--- src/rtl/mem_arbiter.sv ---
// mem_arbiter: two-port (fetch/data) arbiter onto a single-ported memory.
// Data port wins ties; the fetch port is guaranteed a grant once it has lost
// STARVE_LIMIT consecutive cycles. Optional feature macro MEM_ARB_RMW_EN turns
// partial-byte stores into a two-cycle read-modify-write; without it every
// store is a single-cycle full-word write and d_be is ignored.
module mem_arbiter #(
  parameter int unsigned STARVE_LIMIT = 4
) (
  input  logic        clk,
  input  logic        reset,
  input  logic        if_req,
  input  logic [31:0] if_addr,
  output logic        if_gnt,
  output logic        if_rvalid,
  output logic [31:0] if_rdata,
  input  logic        d_req,
  input  logic        d_we,
  input  logic [3:0]  d_be,
  input  logic [31:0] d_addr,
  input  logic [31:0] d_wdata,
  output logic        d_gnt,
  output logic        d_rvalid,
  output logic [31:0] d_rdata,
  output logic [31:0] mem_address,
  output logic        mem_write_en,
  output logic [31:0] mem_write_data,
  input  logic [31:0] mem_read_data
);

  localparam int unsigned CW = (STARVE_LIMIT < 1) ? 1 : $clog2(STARVE_LIMIT + 1);
  localparam logic [CW-1:0] LIMIT_C = CW'(STARVE_LIMIT);

  typedef enum logic {IDLE = 1'b0, RMW_WR = 1'b1} state_t;

  state_t        state_q, state_d;
  logic [CW-1:0] starve_q, starve_d;
  logic          if_rvalid_q, if_rvalid_d;
  logic          d_rvalid_q, d_rvalid_d;
  logic [31:0]   if_rdata_q, if_rdata_d;
  logic [31:0]   d_rdata_q, d_rdata_d;

`ifdef MEM_ARB_RMW_EN
  logic [29:0]   rmw_addr_q, rmw_addr_d;
  logic [31:0]   rmw_wdata_q, rmw_wdata_d;
  logic [31:0]   rmw_rdata_q, rmw_rdata_d;
  logic [3:0]    rmw_be_q, rmw_be_d;

  // Byte-lane merge: enabled lanes from the store data, others from the old word.
  function automatic logic [31:0] merge_word(input logic [31:0] wdata,
                                             input logic [31:0] rdata,
                                             input logic [3:0]  be);
    logic [31:0] res;
    res = rdata;
    for (int n = 0; n < 4; n++) begin
      if (be[n]) begin
        res[8*n +: 8] = wdata[8*n +: 8];
      end else begin
        res[8*n +: 8] = rdata[8*n +: 8];
      end
    end
    return res;
  endfunction

  logic unused_bits_s;
  assign unused_bits_s = ^{if_addr[1:0], d_addr[1:0]};
`else
  logic unused_bits_s;
  assign unused_bits_s = ^{if_addr[1:0], d_addr[1:0], d_be};
`endif

  // Arbitration, memory-side drive, next-state and read-data capture.
  always_comb begin
    state_d        = state_q;
    starve_d       = starve_q;
    if_gnt         = 1'b0;
    d_gnt          = 1'b0;
    mem_address    = 32'd0;
    mem_write_en   = 1'b0;
    mem_write_data = 32'd0;
`ifdef MEM_ARB_RMW_EN
    rmw_addr_d     = rmw_addr_q;
    rmw_wdata_d    = rmw_wdata_q;
    rmw_rdata_d    = rmw_rdata_q;
    rmw_be_d       = rmw_be_q;
`endif
    case (state_q)
      IDLE: begin
        if (d_req && (!if_req || (starve_q != LIMIT_C))) begin
          d_gnt       = 1'b1;
          mem_address = {d_addr[31:2], 2'b00};
          if (d_we) begin
`ifdef MEM_ARB_RMW_EN
            if (d_be == 4'b1111) begin
              mem_write_en   = 1'b1;
              mem_write_data = d_wdata;
            end else if (d_be == 4'b0000) begin
              mem_write_en   = 1'b0;
            end else begin
              // Read phase of a partial store: capture everything needed for the write.
              rmw_addr_d  = d_addr[31:2];
              rmw_wdata_d = d_wdata;
              rmw_rdata_d = mem_read_data;
              rmw_be_d    = d_be;
              state_d     = RMW_WR;
            end
`else
            mem_write_en   = 1'b1;
            mem_write_data = d_wdata;
`endif
          end else begin
            mem_write_en = 1'b0;
          end
        end else if (if_req) begin
          if_gnt      = 1'b1;
          mem_address = {if_addr[31:2], 2'b00};
        end else begin
          state_d = IDLE;
        end
      end
      RMW_WR: begin
`ifdef MEM_ARB_RMW_EN
        mem_address    = {rmw_addr_q, 2'b00};
        mem_write_en   = 1'b1;
        mem_write_data = merge_word(rmw_wdata_q, rmw_rdata_q, rmw_be_q);
`endif
        state_d = IDLE;
      end
      default: begin
        state_d = IDLE;
      end
    endcase

    // Reset must suppress grants and any memory write immediately.
    if (reset) begin
      if_gnt       = 1'b0;
      d_gnt        = 1'b0;
      mem_write_en = 1'b0;
    end else begin
      mem_write_en = mem_write_en;
    end

    if (if_gnt) begin
      starve_d = '0;
    end else if (if_req && (starve_q != LIMIT_C)) begin
      starve_d = starve_q + {{(CW-1){1'b0}}, 1'b1};
    end else begin
      starve_d = starve_q;
    end

    if_rvalid_d = if_gnt;
    d_rvalid_d  = d_gnt && !d_we;
    if (if_gnt) begin
      if_rdata_d = mem_read_data;
    end else begin
      if_rdata_d = if_rdata_q;
    end
    if (d_gnt && !d_we) begin
      d_rdata_d = mem_read_data;
    end else begin
      d_rdata_d = d_rdata_q;
    end
  end

  // State, starvation counter and read-return registers.
  always_ff @(posedge clk or posedge reset) begin
    if (reset) begin
      state_q     <= IDLE;
      starve_q    <= '0;
      if_rvalid_q <= 1'b0;
      d_rvalid_q  <= 1'b0;
      if_rdata_q  <= 32'd0;
      d_rdata_q   <= 32'd0;
    end else begin
      state_q     <= state_d;
      starve_q    <= starve_d;
      if_rvalid_q <= if_rvalid_d;
      d_rvalid_q  <= d_rvalid_d;
      if_rdata_q  <= if_rdata_d;
      d_rdata_q   <= d_rdata_d;
    end
  end

`ifdef MEM_ARB_RMW_EN
  // Latched partial-store context carried into the write phase.
  always_ff @(posedge clk or posedge reset) begin
    if (reset) begin
      rmw_addr_q  <= 30'd0;
      rmw_wdata_q <= 32'd0;
      rmw_rdata_q <= 32'd0;
      rmw_be_q    <= 4'd0;
    end else begin
      rmw_addr_q  <= rmw_addr_d;
      rmw_wdata_q <= rmw_wdata_d;
      rmw_rdata_q <= rmw_rdata_d;
      rmw_be_q    <= rmw_be_d;
    end
  end
`endif

  assign if_rvalid = if_rvalid_q;
  assign d_rvalid  = d_rvalid_q;
  assign if_rdata  = if_rdata_q;
  assign d_rdata   = d_rdata_q;

endmodule

--- config.mk ---
export PLATFORM = sky130hd
export DESIGN_NAME = mem_arbiter
export DESIGN_NICKNAME = d
export VERILOG_FILES = /design/src/rtl/mem_arbiter.sv
export SDC_FILE = /design/constraint.sdc
export NUM_CORES = 1
export LEC_CHECK = 0
export CORE_ASPECT_RATIO = 0.5
export CORE_MARGIN = 8
export CORE_UTILIZATION = 36
export DETAILED_ROUTE_END_ITERATION = 8
export PLACE_DENSITY = 0.87
export SLEW_MARGIN = 20
export SYNTH_ARGS = -nofsm -noshare
export SYNTH_HDL_FRONTEND = slang
export SYNTH_SLANG_ARGS = --single-unit
export TNS_END_PERCENT = 30
--- constraint.sdc ---
create_clock -name clk -period 6.2 [get_ports clk]
set_clock_uncertainty 0.1 [all_clocks]
set_input_delay 0.62 -clock clk [delete_from_list [all_inputs] [get_ports clk]]
set_output_delay 0.62 -clock clk [all_outputs]
set_load 0.05 [all_outputs]
; ---- Word-level counts from Yosys, hierarchy flattened
; Cells that the tools add are included.
[op_classes]
muxes = 14
eq_ne = 1
add_sub_neg = 1
reduce_logical = 7
[op_table]
columns = op, n
row1 = 2-to-1 mux 32 bit, 4
row2 = 2-to-1 mux 1 bit, 8
row3 = 2-to-1 mux 3 bit, 2
row4 = "adder 3 x 1 -> 3 bit, second input constant", 1
row5 = logical AND 1 bit, 3
row6 = "inequality test 3 bit, second input constant", 1
row7 = logical NOT 1 bit, 2
row8 = nonzero test 2 bit, 1
row9 = logical OR 1 bit, 1
[word_totals]
wordCells = 28
inputBits = 137
regBits = 69

; ---- Longest topological paths before layout
; Gate-level depths: netlist of run 1.
[depth]
word_depth = 6
mapped_depth = 7
ltp_nobuf = 5

; ---- Least setup slack after synthesis of run 1
; Ideal clock, no wire load.
[synth_timing]
kind = input port to output port
startpoint = input reset
endpoint = output mem_write_en
t_required_ps = 5480
cell_stages = 2
n_path_buf = 0
setup_slack_ps = 2751
t_arrival_ps = 2729
cell_sequence = inv_1 -> and3_1
[synth_via]
elab_chain_len = 1
[synth_rtl]
columns = element, line
row1 = from (decl), 10  ; input logic reset,
row2 = 2-to-1 mux 1 bit, 134  ; if (reset) begin
row3 = to (decl), 25  ; output logic mem_write_en,
; Every way passes these cells.

; ---- Worst setup path after layout of run 1
[layout_timing]
startpoint = input if_req
endpoint = output mem_address[19]
[layout_via]
elab_chain_len = 4
word_cells_on_any_way = 5
[layout_rtl]
columns = element, line
row1 = from (decl), 11  ; input logic if_req,
row2 = logical NOT 1 bit, 88  ; if (d_req && (!if_req || (starve_q != LIMIT_C))) begin
row3 = logical OR 1 bit, 88
row4 = logical AND 1 bit, 88
row5 = 2-to-1 mux 32 bit (*), 88
row6 = to (decl), 24  ; output logic [31:0] mem_address,
; Every way passes the cells marked *; elsewhere a longest branch is shown, timed or not.

==> flow_summary.toml, run 1 <==
[outcome]
status = "finished, final reports clean"

[worst_hold_path]
hp-start = "if_rdata[13]"
hp-class = "reg2reg"

[worst_setup_path]
cp.required_ps = 5480
critPathArrivalTime_ps = 3730
crit_start = "if_req"
reg2regPathDepth = 5
cp_max_fo = 51
path_class = "in2out"
r2r_slack_ps = 3320
endpoint = "mem_address[19]"
reg2reg_to = "d_rdata[12]"
critPathLaunchType = "primary input"
timing.rr.start = "starve_q[0]"
critical_path.endpoint_type = "output pin"

[floorplan]
die_h_um = 84.54
die-area_um2 = 12940
std_cell_rows = 25
core_um2 = 9290
ios = 270
start_util = 0.3640
die_x_um = 153.1

[sta]
finalHoldViolCount = 0
finalCritPeriodShare = 0.7183
slew_viol_final = 0
relSlewSlack = 0.3929
setup_viol = 0
fmax_mhz = 224.5
rsz0062_at_grt = "false"
finalCriticalPeriod_ps = 4453
setup_slack_ps = 1747
tightest_slew_ps = 909.5
finalSetupTns_ps = 0

[yosys]
synth_fa_ha_area_frac = 0.007399
muxShareOfSynthArea = 0.2161
synth.distinct_cells = 27
synthesis.area_um2 = 3382
synth-simple-area-share = 0.1595
synth-compound-area-share = 0.05290
syn_area_per_cell_um2 = 10.94
yosys-top-cells-area = "dfrtp_1 51%, mux2_2 20%, and3_1 6.1%, nand3_1 4.4%, o21ai_0 4.4%"
yosysTopAreaCellShare = 0.5105
synth_top_family_by_area = "multiplexers"
yosysTopAreaCell = "dfrtp_1"
syn_inst = 309
synth_xor_area_frac = 0.002590
ys_ff_latch = 69
yosysWarnings = 0
ys_seq_area_frac = 0.5105

[cts]
insertion_delay_ps = 330
cts_tree = "built"
cts_setup_buffers = 0
cts_sinks = 69
numCtsBuffers = 9
clockBufferDepth = 2
clk_pin_slew_worst_paths_ps = 50
cts_hold_buffers = 0
cts_resized = 0
htreeDepth = 3
ctsRootBufferMaster = "clkbuf_16"

[final_layout]
antennaDiodeCount = 0
drive_above_1_share = 0.1497
syn_to_final_growth_pct = 86.72
n_fill_cell = 718
final_area_um2 = 6315
final_common_cell = "clkdlybuf4s50_1"
finalNonFillerCells = 682
final_cell_mix = "259 x clkdlybuf4s50_1, 69 x dfrtp_1, 59 x mux2_2, 33 x and3_1, 32 x nand2_1"
layout.nets = 695

[global_route]
antenna_found_initial = 0
grt_max_degree = 70
globalRouteTotalUtil = 0.2051
grt_pass1_vias = 3482
met3_usage = 0.05328
busiest_layer = "met2"
use_met2 = 0.3854
grtUsageMet1 = 0.2233
grt_pass1_wl_um = 21010
grt-ovfl-total = 0

[detailed_routing]
wl_per_cell_um = 20.03
wirelength_um = 13660
num_vias = 3340
drc = 0
drt_first_pass_iters = 4
via_per_inst = 4.897
drt_first_iter_violations = 140
drtAntennaViolNets = 0

[job]
drv_cap = 0

[power]
peakVddDrop_uv = 253.9
pwr_density_cell_nw_per_um2 = 391.2
p_leak_uw = 0.002681

[placement]
place_inst = 666
gp_congestion = 0.8383
port_buffers = 259
place_ws_ps = 1755
place_area_um2 = 6013
hpwl_um = 10520
[how the worst min path moves through the flow]
stage                         endpoint  cells after the start
after global placement    if_rdata[13]                      1
after CTS                 if_rdata[13]                      1
final                     if_rdata[13]                      1
after detailed placement  if_rdata[25]                      1
after global routing        d_rdata[6]                      1
after floorplan            starve_q[1]                      2
[sequential cells by signal (all words and copies together), names as in the netlist]
name and flops:
if_rdata 32, d_rdata 32, starve_q 3, d_rvalid 1, if_rvalid 1
[per-layer routing]
metal,vias to the layer above,part of all wire
met5,-,0
met1,1616,0.38
met3,17,0.066
met4,0,0.019
li1,1570,-
met2,137,0.53
[cells by family after synthesis]
family	Yosys count
AOI/OAI and AO/OA	33
xor gates and xnor gates	1
adders and majority gates	2
buffers and inverters	33
DFF	69
muxes	65
other	1
and+or+nand+nor	105
[cell type report]
type                       count  area [µm²]  share of cell area
timing repair buffer         264        2630              0.4165
sequential                    69        1727              0.2734
multi-input combinational    208        1490              0.2360
clock buffer                  10       239.0             0.03784
tap                          121       151.4             0.02397
clock inverter                 6       62.56            0.009907
inverter                       4       15.01            0.002378
[synthesized netlist by cell type]
library cell  count
dfrtp_1          69
mux2_2           59
and3_1           33
nand2_1          32
nand3_1          30
o21ai_0          30
clkbuf_1         11
buf_2             9
mux2_1            5
inv_1             4
nor2_1            4
buf_6             3
clkbuf_2          3
buf_4             2
ha_1              2
nand3_2           2
a21boi_0          1
a21oi_1           1
a21oi_4           1
and2_1            1
and4b_1           1
buf_1             1
conb_1            1
mux2i_1           1
nand2b_1          1
nor3_1            1
xnor2_1           1
[where the power goes]
group	switching (µW)	internal (µW)	total [µW]
logic	832	475	1310
clock network	183	321	504
registers	72.0	587	659
total	1090	1380	2470
[worst max-delay path, stage by stage]
cell and delay, ps:
clkdlybuf4s50_1 500, nand3_2 570, and2_1 570, buf_4 330, o21ai_0 270, clkdlybuf4s50_1 860
[per-stage QoR]
step	utilization	power, µW	hold WS [ps]
after floorplan	-	1483	412.5
after global placement	0.6473	1955	369.6
after detailed placement	0.6473	1977	378.9
after CTS	0.6797	2495	403.4
after global routing	0.6797	2571	416.2
final	0.6797	2471	394.0
Power figures use the tool's default switching activity.
==> inputs of run 2 (changes only) <==
--- a/config.mk
+++ b/config.mk
@@ -7,9 +7,9 @@
 export LEC_CHECK = 0
 export CORE_ASPECT_RATIO = 0.5
 export CORE_MARGIN = 8
-export CORE_UTILIZATION = 36
+export CORE_UTILIZATION = 30
 export DETAILED_ROUTE_END_ITERATION = 8
-export PLACE_DENSITY = 0.87
+export PLACE_DENSITY = 0.77
 export SLEW_MARGIN = 20
 export SYNTH_ARGS = -nofsm -noshare
 export SYNTH_HDL_FRONTEND = slang
==> constraint.sdc (replaced) <==
create_clock -name clk -period 3.99 [get_ports clk]
set_clock_uncertainty 0.1 [all_clocks]
set_input_delay 0.399 -clock clk [delete_from_list [all_inputs] [get_ports clk]]
set_output_delay 0.399 -clock clk [all_outputs]
set_load 0.05 [all_outputs]
==> flow_summary.toml, run 2 (synthesis results as in run 1) <==
[outcome]
status = "finished, final reports clean"

[worst_setup_path]
critPathArrivalTime_ps = 2450
cp.required_ps = 3490
critical_path.endpoint_type = "output pin"
critPathLaunchType = "flip-flop"
cp_max_fo = 52
path_class = "reg2out"

[sta]
finalCritPeriodShare = 0.7401
finalSetupTns_ps = 0
slew_viol_final = 0
rsz0062_at_grt = "false"
relSlewSlack = 0.4096
finalCriticalPeriod_ps = 2953
finalHoldViolCount = 0
tightest_slew_ps = 885.6
fmax_mhz = 338.7
setup_viol = 0

[final_layout]
antennaDiodeCount = 0
n_fill_cell = 852
final_cell_mix = "194 x clkdlybuf4s50_1, 69 x dfrtp_1, 64 x buf_12, 59 x mux2_2, 33 x and3_1"
multiInputGateArea_um2 = 1490
drive_above_1_share = 0.2682
syn_to_final_growth_pct = 107.6
layout.nets = 697
seqCellArea_um2 = 1727
final_common_cell = "clkdlybuf4s50_1"

[cts]
cts_hold_buffers = 0
cts_setup_buffers = 0
cts_sinks = 69
htreeDepth = 3
numCtsBuffers = 9
cts_resized = 0
clk_pin_slew_worst_paths_ps = 60
cts_tree = "built"
ctsRootBufferMaster = "clkbuf_16"
insertion_delay_ps = 330
clockBufferDepth = 2

[placement]
gp_congestion = 0.8199
port_buffers = 259
hpwl_um = 11360

[detailed_routing]
drtAntennaViolNets = 0
wl_per_cell_um = 20.13
via_per_inst = 4.661
drc = 0
drt_first_iter_violations = 240
drt_first_pass_iters = 4
wirelength_um = 14250
num_vias = 3300

[power]
p_int_uw = 2326
p_leak_uw = 0.003019
peakVddDrop_uv = 411.6
switching_share = 0.4265
pwr_density_cell_nw_per_um2 = 577.6
clkPwrFrac = 0.208
power.switching_uw = 1730
seqPwrFrac = 0.251
combPwrFrac = 0.540
p_total_uw = 4055

[global_route]
grt-ovfl-total = 0
globalRouteTotalUtil = 0.1833
grt_pass1_vias = 3392
grt_max_degree = 70
antenna_found_initial = 0
grt_pass1_wl_um = 21700

[floorplan]
ios = 270
core_um2 = 10980
die-area_um2 = 15130
die_h_um = 91.08
die_x_um = 166.2
start_util = 0.3080
std_cell_rows = 27

[worst_hold_path]
hp-class = "reg2reg"

[job]
drv_cap = 0
-- run 2: cell count changes in the layout (fill, tap and decap cells not counted), sizes merged --
cell and change:
clkbuf -1, buf +67, inv +1, clkinvlp +1
clkdlybuf4s50 -65, bufinv +1, clkinv -2
-- run 2: worst paths after layout --
check / end / start / cells past startpoint / slack, ps
worst max-delay path: mem_address[28] / starve_q[0] / 7 / 1040
worst min-delay path: if_rdata[25] / if_rdata[25] / 1 / 390
worst max register to register: d_rdata[17] / starve_q[0] / 6 / 1380
worst min register to register: if_rdata[25] / if_rdata[25] / 1 / 390
max in group asynchronous: if_rdata[31] / reset / 3 / 2540
min in group asynchronous: starve_q[0] / reset / 3 / 660
-- run 2: metrics by stage --
step / cells / hold WS, ps / utilization / worst slack (ps) / area, µm²
5_1_grt: 708 / 398.1 / 0.6394 / 796.5 / 7020
3_3_place_gp: 692 / 369.3 / 0.6099 / 1099 / 6696
3_5_place_dp: 692 / 374.6 / 0.6099 / 1142 / 6696
6_report: 708 / 389.2 / 0.6394 / 1037 / 7020
4_1_cts: 708 / 387.0 / 0.6394 / 1014 / 7020
2_1_floorplan: 310 / 412.5 / - / 982.8 / 3386
-- run 2: routing by layer --
layer  vias up  global-route usage  part of all wire
met5         -                   0                 0
met4         0             0.04358             0.014
met1      1599              0.2027              0.38
li1       1574                   -                 -
met2       113              0.3443              0.54
met3        14             0.05311             0.068
-- run 2: power by group through the flow --
stage,clock (µW),sequential [µW],combinational (µW)
finish,845,1020,2190
global route,901,1050,2270
CTS,869,1020,2220
detailed placement,0,1030,2210
global placement,0,1020,2190
floorplan,0,1730,576
-- run 2: area by class of cell --
type                    count  share of cell area
clock inverters             7             0.01408
repair buffers            266              0.4677
clock buffers               9             0.03208
inverters                   4            0.002139
well taps                 145             0.02584
multi-input cells         208              0.2123
flip-flops and latches     69              0.2459
-- run 2: critical path, stage by stage, from the launching register on --
cell     delay, ps
dfrtp_1        380
inv_1           60
ha_1           240
nand3_2         80
and2_1         360
buf_4          450
o21ai_0        310
buf_12         230
==> inputs of run 3 (changes only) <==
--- a/config.mk
+++ b/config.mk
@@ -7,9 +7,9 @@
 export LEC_CHECK = 0
 export CORE_ASPECT_RATIO = 0.5
 export CORE_MARGIN = 8
-export CORE_UTILIZATION = 30
+export CORE_UTILIZATION = 33
 export DETAILED_ROUTE_END_ITERATION = 8
-export PLACE_DENSITY = 0.77
+export PLACE_DENSITY = 0.81
 export SLEW_MARGIN = 20
 export SYNTH_ARGS = -nofsm -noshare
 export SYNTH_HDL_FRONTEND = slang
==> constraint.sdc (replaced) <==
create_clock -name clk -period 3.1 [get_ports clk]
set_clock_uncertainty 0.1 [all_clocks]
set_input_delay 0.31 -clock clk [delete_from_list [all_inputs] [get_ports clk]]
set_output_delay 0.31 -clock clk [all_outputs]
set_load 0.05 [all_outputs]
==> flow_summary.toml, run 3 (synthesis results as in run 1) <==
[worst_setup_path]
critPathLaunchType = "flip-flop"
crit_chain = "inv_1, ha_1, nand3_2, and2_1, buf_4, and3_1, buf_12"
critical_path.top_delay_family = "simple AND/OR/NAND/NOR gates"
cp.required_ps = 2690
critPathArrivalTime_ps = 2470
cp_max_fo = 25
worst-path-buf-inv = 3
worst-path-stages = 7
slowest_delay_ps = 610
critical_path.endpoint_type = "output pin"
slowest_stage = "and2_1"
reg2regPathDepth = 7
path_class = "reg2out"

[cts]
cts_hold_buffers = 0
cts_sinks = 69
cts_setup_buffers = 0
numCtsBuffers = 9
insertion_delay_ps = 320
cts_tree = "built"
clockBufferDepth = 2
ctsRootBufferMaster = "clkbuf_16"
cts_resized = 0
clk_pin_slew_worst_paths_ps = 60
htreeDepth = 3

[detailed_routing]
num_vias = 3318
wirelength_um = 14600
via_per_inst = 4.706
wl_per_cell_um = 20.71
drtAntennaViolNets = 0
drt_first_iter_violations = 115
drc = 0
drt_first_pass_iters = 4

[global_route]
grt-ovfl-total = 0
grt_pass1_vias = 3528
grt_pass1_wl_um = 21470
antenna_found_initial = 0
grt_max_degree = 70
globalRouteTotalUtil = 0.1987

[floorplan]
start_util = 0.3354
ios = 270
die_x_um = 159.2
die_h_um = 87.59
std_cell_rows = 26
die-area_um2 = 13940
core_um2 = 10080

[final_layout]
drive_above_1_share = 0.2708
antennaDiodeCount = 0
final_common_cell = "clkdlybuf4s50_1"
utilization = 0.6943
layout.nets = 700
final_cell_mix = "194 x clkdlybuf4s50_1, 69 x dfrtp_1, 65 x buf_12, 59 x mux2_2, 33 x and3_1"
syn_to_final_growth_pct = 107.0

[power]
switching_share = 0.4383
p_int_uw = 2851
power.switching_uw = 2225
seqPwrFrac = 0.260
p_leak_uw = 0.003014
pwr_density_cell_nw_per_um2 = 725.0
combPwrFrac = 0.559
p_total_uw = 5076
peakVddDrop_uv = 441.0
clkPwrFrac = 0.182

[sta]
relSlewSlack = 0.4241
fmax_mhz = 347.8
finalSetupTns_ps = 0
tightest_slew_ps = 863.8
finalHoldViolCount = 0
rsz0062_at_grt = "false"
finalCriticalPeriod_ps = 2875
holdWs_ps = 381.6
setup_viol = 0
slew_viol_final = 0
finalCritPeriodShare = 0.9275

[worst_hold_path]
hold_path_depth = 1
hp-class = "reg2reg"

[placement]
hpwl_um = 11580
port_buffers = 259
gp_congestion = 0.8272

[job]
drv_cap = 0

[outcome]
status = "finished, final reports clean"
run 3: worst paths after layout:
path / startpoint / endpoint / slack [ps]
worst max-delay path: starve_q[0] / mem_write_data[18] / 220
worst min-delay path: if_rdata[13] / if_rdata[13] / 380
worst max register to register: starve_q[0] / d_rdata[31] / 1080
worst min register to register: if_rdata[13] / if_rdata[13] / 380
max in group asynchronous: reset / if_rdata[11] / 1780
min in group asynchronous: reset / if_rdata[3] / 560
run 3: cell type report:
cell class,count,area [µm²]
clock inverters,5,37.54
clock buffers,10,239.0
repair buffers,269,3318
multi-input cells,208,1490
flip-flops and latches,69,1727
fillers,727,3083
inverters,4,15.01
well taps,140,175.2
run 3: stage by stage:
stage	cells	setup slack, ps	cell area [µm²]
after global routing	705	26.62	7002
after floorplan	310	270.8	3386
final	705	224.8	7002
after CTS	705	221.7	7002
after global placement	690	537.5	6725
after detailed placement	690	480.7	6725
run 3: power by group through the flow:
stage | registers [µW] | logic (µW) | clock network [µW]
2_1_floorplan | 2220 | 742 | 0
3_3_place_gp | 1310 | 2820 | 0
3_5_place_dp | 1330 | 2860 | 0
4_1_cts | 1320 | 2870 | 947
5_1_grt | 1360 | 2930 | 985
6_report | 1320 | 2840 | 922
run 3: metal layers:
metal / global-route usage / vias to the layer above / part of all wire
met4: 0.06202 / 0 / 0.022
met1: 0.2063 / 1607 / 0.36
met5: 0 / - / 0
met3: 0.05629 / 24 / 0.058
li1: - / 1574 / -
met2: 0.3894 / 113 / 0.56
